$ cat src/rtl/lut_cfg_pkg.sv
`default_nettype none
// ============================================================================
// Module   : lut_cfg_pkg
// Purpose  : Shared FSM encoding and beat-counter sizing for the LUT config writer.
// Revision : 1.0
// ============================================================================
package lut_cfg_pkg;

    typedef enum logic [1:0] {
        ST_IDLE   = 2'd0,
        ST_SHIFT  = 2'd1,
        ST_COMMIT = 2'd2,
        ST_WRITE  = 2'd3
    } cfg_state_t;

    // A single-beat load still needs a one-bit counter so the port has width.
    function automatic int beat_cnt_width(input int mem_size, input int config_width);
        int beats;
        beats = mem_size / config_width;
        return (beats > 1) ? $clog2(beats) : 1;
    endfunction

endpackage
`default_nettype wire

$ cat src/rtl/lut_cfg_shifter.sv
`default_nettype none
// ============================================================================
// Module   : lut_cfg_shifter
// Purpose  : Config beat shift register and beat counter with a final-beat flag.
// Revision : 1.0
// ============================================================================
module lut_cfg_shifter
    import lut_cfg_pkg::*;
#(
    parameter int MEM_SIZE     = 16,
    parameter int CONFIG_WIDTH = 4
) (
    input  logic                    cclk,
    input  logic                    rst,
    input  logic                    shift_en,
    input  logic                    clear,
    input  logic [CONFIG_WIDTH-1:0] data,
    output logic [MEM_SIZE-1:0]     next_word,
    output logic                    last,
    output logic                    done
);

    localparam int                 c_BEATS = MEM_SIZE / CONFIG_WIDTH;
    localparam int                 c_CNT_W = beat_cnt_width(MEM_SIZE, CONFIG_WIDTH);
    localparam logic [c_CNT_W-1:0] c_LAST  = c_CNT_W'(c_BEATS - 1);

    logic [c_CNT_W-1:0] r_cnt;

    // Only the beats already received are stored; the word in flight is
    // those beats with the current beat appended in the LSBs.
    generate
        if (MEM_SIZE == CONFIG_WIDTH) begin : g_single_beat
            assign next_word = data;
        end else begin : g_multi_beat
            logic [MEM_SIZE-CONFIG_WIDTH-1:0] r_shreg;

            assign next_word = {r_shreg, data};

            always_ff @(posedge cclk or posedge rst) begin
                if (rst) begin
                    r_shreg <= '0;
                end else if (shift_en) begin
                    r_shreg <= next_word[MEM_SIZE-CONFIG_WIDTH-1:0];
                end
            end
        end
    endgenerate

    assign last = (r_cnt == c_LAST);
    assign done = shift_en && last;

    always_ff @(posedge cclk or posedge rst) begin
        if (rst) begin
            r_cnt <= '0;
        end else if (clear || done) begin
            r_cnt <= '0;
        end else if (shift_en) begin
            r_cnt <= r_cnt + 1'b1;
        end
    end

endmodule
`default_nettype wire

$ cat src/rtl/lut_m_cfg_writer.sv
`default_nettype none
// ============================================================================
// Module   : lut_m_cfg_writer
// Purpose  : Streams config beats into a LUT word and issues single-bit writes.
// Revision : 1.0
// ============================================================================
module lut_m_cfg_writer
    import lut_cfg_pkg::*;
#(
    parameter int INPUTS       = 4,
    parameter int MEM_SIZE     = 2**INPUTS,
    parameter int CONFIG_WIDTH = 4
) (
    input  logic                    cclk,
    input  logic                    rst,
    input  logic                    cfg_valid,
    output logic                    cfg_ready,
    input  logic [CONFIG_WIDTH-1:0] cfg_data,
    input  logic                    cfg_abort,
    input  logic                    wr_valid,
    output logic                    wr_ready,
    input  logic [INPUTS-1:0]       wr_addr,
    input  logic                    wr_data,
    output logic [MEM_SIZE-1:0]     config_out,
    output logic                    cen,
    output logic [INPUTS-1:0]       waddr,
    output logic                    data_out,
    output logic                    write_en,
    output logic                    busy
);

    cfg_state_t          r_state;
    cfg_state_t          w_state_nxt;
    logic                w_beat;
    logic                w_clear;
    logic                w_last;
    logic                w_done;
    logic [MEM_SIZE-1:0] w_next_word;

    lut_cfg_shifter #(
        .MEM_SIZE     (MEM_SIZE),
        .CONFIG_WIDTH (CONFIG_WIDTH)
    ) u_shifter (
        .cclk      (cclk),
        .rst       (rst),
        .shift_en  (w_beat),
        .clear     (w_clear),
        .data      (cfg_data),
        .next_word (w_next_word),
        .last      (w_last),
        .done      (w_done)
    );

    always_ff @(posedge cclk or posedge rst) begin
        if (rst) begin
            r_state <= ST_IDLE;
        end else begin
            r_state <= w_state_nxt;
        end
    end

    always_comb begin
        w_state_nxt = r_state;
        cfg_ready   = 1'b0;
        wr_ready    = 1'b0;
        w_beat      = 1'b0;
        w_clear     = 1'b0;
        unique case (r_state)
            ST_IDLE: begin
                // A pending write takes the slot, so the beat is refused.
                wr_ready  = 1'b1;
                cfg_ready = !wr_valid;
                if (wr_valid) begin
                    w_state_nxt = ST_WRITE;
                end else if (cfg_valid) begin
                    w_beat      = 1'b1;
                    w_state_nxt = w_last ? ST_COMMIT : ST_SHIFT;
                end
            end
            ST_SHIFT: begin
                cfg_ready = 1'b1;
                if (cfg_abort) begin
                    w_clear     = 1'b1;
                    w_state_nxt = ST_IDLE;
                end else if (cfg_valid) begin
                    w_beat = 1'b1;
                    if (w_last) begin
                        w_state_nxt = ST_COMMIT;
                    end
                end
            end
            ST_COMMIT: w_state_nxt = ST_IDLE;
            ST_WRITE:  w_state_nxt = ST_IDLE;
            default:   w_state_nxt = ST_IDLE;
        endcase
    end

    // The assembled word is captured on the same edge that enters COMMIT.
    always_ff @(posedge cclk or posedge rst) begin
        if (rst) begin
            config_out <= '0;
        end else if (w_done) begin
            config_out <= w_next_word;
        end
    end

    always_ff @(posedge cclk or posedge rst) begin
        if (rst) begin
            waddr    <= '0;
            data_out <= 1'b0;
        end else if ((r_state == ST_IDLE) && wr_valid) begin
            waddr    <= wr_addr;
            data_out <= wr_data;
        end
    end

    assign cen      = (r_state == ST_COMMIT);
    assign write_en = (r_state == ST_WRITE);
    assign busy     = (r_state != ST_IDLE);

endmodule
`default_nettype wire

$ cat config.mk
export PLATFORM = sky130hd
export DESIGN_NAME = lut_m_cfg_writer
export DESIGN_NICKNAME = d
export VERILOG_FILES = /design/src/rtl/lut_cfg_pkg.sv /design/src/rtl/lut_cfg_shifter.sv /design/src/rtl/lut_m_cfg_writer.sv
export SDC_FILE = /design/constraint.sdc
export NUM_CORES = 1
export LEC_CHECK = 0
export CORE_UTILIZATION = 48
export CTS_CLUSTER_SIZE = 28
export DETAILED_ROUTE_END_ITERATION = 8
export GPL_TIMING_DRIVEN = 0
export PLACE_DENSITY = 0.83
export SLEW_MARGIN = 20
export SYNTH_ARGS = -nofsm -noshare
export SYNTH_HDL_FRONTEND = slang
export SYNTH_HIERARCHICAL = 1
export SYNTH_SLANG_ARGS = --single-unit
$ cat constraint.sdc
create_clock -name cclk -period 2.5 [get_ports cclk]
set_clock_uncertainty 0.15 [all_clocks]
set_input_delay 0.5 -clock cclk [delete_from_list [all_inputs] [get_ports cclk]]
set_output_delay 0.5 -clock cclk [all_outputs]
set_load 0.05 [all_outputs]
==> results.sh <==
export IMPL_status="finished clean"
export IMPL_synth_top_flop_cell="dfrtp_1"
export IMPL_end_kind="primary output"
export IMPL_wl_per_cell_um=15.34
export IMPL_yosysWarnings=6
export IMPL_whs_ns=0.3645
export IMPL_critPathLaunchType="flip-flop"
export IMPL_pin_count=40
export IMPL_initial_core_util_pct=51.30
export IMPL_grt_setup_unrepaired="false"
export IMPL_synth_seq_area_share_pct=58.64
export IMPL_clk_latency_ns=0.35
export IMPL_finalCriticalPeriod_ns=2.398
export IMPL_antennaDiodeCount=0
export IMPL_rr_worst_depth=8
export IMPL_die_area_mm2=0.003523
export IMPL_viasPerCell=5.144
export IMPL_portBuffers=39
export IMPL_grt_pass1_wl_um=4864
export IMPL_grt_max_degree=24
export IMPL_core_mm2=0.003078
export IMPL_cts_resized=4
export IMPL_dieHeight_um=59.36
export IMPL_yosys_area_top_type="dfrtp_1"
export IMPL_worst_slack_ns=0.1018
export IMPL_clock_path_buffers=2
export IMPL_setup_viol=0
export IMPL_ant_nets=0
export IMPL_avgSynthCellArea_um2=15.18
export IMPL_gp_routability_congestion=0.8165
export IMPL_cp_max_fo=8
export IMPL_htreeDepth=2
export IMPL_peakVddDrop_v=0.0007340
export IMPL_drt_iter0_drc=4
export IMPL_cts_tree="done"
export IMPL_synth_area_leaders="dfrtp_1 59%, mux2_2 18%, mux2_4 7.6%"
export IMPL_power_frac_seq_pct=36.9
export IMPL_rows=20
export IMPL_synth_cells=104
export IMPL_hold_path_class="flip-flop to flip-flop"
export IMPL_synthXorXnorAreaFrac_pct=0
export IMPL_yosys_area_share_simple_pct=7.052
export IMPL_drt_first_pass_iters=4
export IMPL_cp_arrival_ns=1.75
export IMPL_via_count=1003
export IMPL_intPower_uw=1588
export IMPL_syn_nets=119
export IMPL_power_switching_uw=1233
export IMPL_synth_compound_area_share_pct=2.853
export IMPL_synth_edf_count=0
export IMPL_cts_setup_buffers=0
export IMPL_yosys_area_top_type_share_pct=58.64
export IMPL_layout_drive_gt1_share_pct=33.77
export IMPL_grtUsageTotal_pct=19.92
export IMPL_synth_area_mm2=0.001579
export IMPL_slew_headroom_pct=38.81
export IMPL_worstHoldPathCells=1
export IMPL_clk_pin_slew_ns=0.11
export IMPL_required_ns=1.85
export IMPL_hpwl_um=2094
export IMPL_drcViolationCount=0
export IMPL_hold_viol_final=0
export IMPL_grt_pass1_vias=1049
export IMPL_syn_to_final_growth_pct=31.93
export IMPL_wirelength_um=2992
export IMPL_power_density_mw_per_mm2=1354
export IMPL_swShare_pct=43.72
export IMPL_die_w_um=59.36
export IMPL_fmax_mhz=417.0
export IMPL_fill_cells=231
export IMPL_cts_root_buf="clkbuf_4"
export IMPL_fin_nets=165
export IMPL_cts_buffers=5
export IMPL_fin_crit_sh_pct=95.93
export IMPL_cts_hold_fix_buffers=0
export IMPL_critical_path_class="flip-flop to primary output"
export IMPL_dp_slack_ns=-0.3550
export IMPL_report_final_slew_viol_count=0
export IMPL_tightest_slew_ns=0.9169
export IMPL_synthMuxAreaShare_pct=25.44
export IMPL_synth_cell_type_count=24
export IMPL_final_util_pct=67.68
export IMPL_overflow=0
export IMPL_clock_sinks=37
export IMPL_synth_top_family_by_area="multiplexers"
export IMPL_synth_most_common_cell="dfrtp_1"
export IMPL_leakage_uw=0.0009857
export IMPL_synth_common_cells="37 x dfrtp_1, 25 x mux2_2, 8 x mux2_4, 4 x buf_4"
export IMPL_combPwrFrac_pct=52.1
export IMPL_p_clk_share_pct=11.0
export IMPL_antenna_found_initial=0
export IMPL_synthArstFlopShare_pct=100.0
export IMPL_cap_violations=0
export IMPL_ys_ff_latch=37
export IMPL_synthAdderAreaFrac_pct=0.7924
-- power by group through the flow --
stage,logic (uW),clock network (uW),registers (uW)
finish,1470,311,1040
global route,1530,339,1070
CTS,1480,319,1040
detailed placement,1500,0,1050
global placement,1470,0,1030
floorplan,612,0,1470
-- registers in the layout, indices dropped and copies added, names as in the netlist --
signal	count
config_out	16
u_shifter/g_multi_beat.r_shreg	12
waddr	4
r_state	2
u_shifter/r_cnt	2
data_out	1
-- layout make-up --
class / instances / area (um2) / share of cell area [%]
Sequential cell: 37 / 925.9 / 44.44
Inverter: 3 / 11.26 / 0.5405
Timing Repair Buffer: 39 / 387.9 / 18.62
Tap cell: 44 / 55.05 / 2.643
Clock buffer: 5 / 37.54 / 1.802
Buffer: 8 / 77.57 / 3.724
Clock inverter: 3 / 17.52 / 0.8408
Multi-Input combinational cell: 56 / 570.5 / 27.39
-- final timing paths --
path,start,to,slack [ns]
hold reg to reg,u_shifter/r_cnt[1],u_shifter/r_cnt[1],0.36
setup / recovery,r_state[0],wr_ready,0.10
max in group asynchronous,rst,config_out[7],1.11
hold / removal,u_shifter/r_cnt[1],u_shifter/r_cnt[1],0.36
setup reg to reg,r_state[0],config_out[6],0.22
min in group asynchronous,rst,u_shifter/g_multi_beat.r_shreg[9],0.37
-- layout by cell type, fill, tap and decap left out --
master | Yosys | routed
and4b_1 | 1 | 1
clkinv_2 | 0 | 2
or2_2 | 1 | 1
and2_1 | 2 | 2
buf_4 | 4 | 4
inv_1 | 3 | 3
nor4b_1 | 1 | 1
nor3b_4 | 1 | 1
clkbuf_4 | 0 | 5
mux2_4 | 8 | 8
mux2_2 | 25 | 25
clkdlybuf4s50_1 | 0 | 34
and2b_1 | 1 | 1
ha_1 | 1 | 1
buf_2 | 2 | 1
nor4bb_1 | 1 | 1
a21oi_1 | 1 | 1
nor2b_1 | 1 | 1
dlymetal6s2s_1 | 0 | 1
buf_6 | 1 | 2
a21o_1 | 3 | 3
nand2b_1 | 2 | 2
dfrtp_1 | 37 | 37
a221oi_1 | 1 | 1
clkinvlp_4 | 0 | 1
dlygate4sd2_1 | 0 | 4
buf_12 | 1 | 1
nor2_1 | 3 | 3
o32ai_1 | 1 | 1
nand2_1 | 2 | 2
-- metrics by stage --
step                cells  total power, uW  instance area (um2)  TNS, ns
global placement      187             2494                 2024   -3.036
floorplan             104             2077                 1579        0
detailed placement    187             2550                 2024   -3.843
finish                195             2821                 2083        0
global route          195             2942                 2083        0
CTS                   195             2838                 2074        0
-- metal layers --
metal  wire length, um  GRT usage, %
met1              1196         22.43
met2              1603         33.39
met3               111         6.550
met4                81         10.54
met5                 0             0
-- critical path, stage by stage, from the launching register on --
cell,delay (ns)
dfrtp_1,0.48
or2_2,0.36
inv_1,0.06
dlygate4sd2_1,0.52
-- kinds of logic (layout without fill, tap and decap cells) --
family,Yosys count,in the layout
DFF,37,37
AOI/OAI and AO/OA,6,6
buffers and inverters,11,58
adders and majority gates,1,1
muxes,33,33
and+or+nand+nor,16,16
Power figures use the tool's default switching activity.
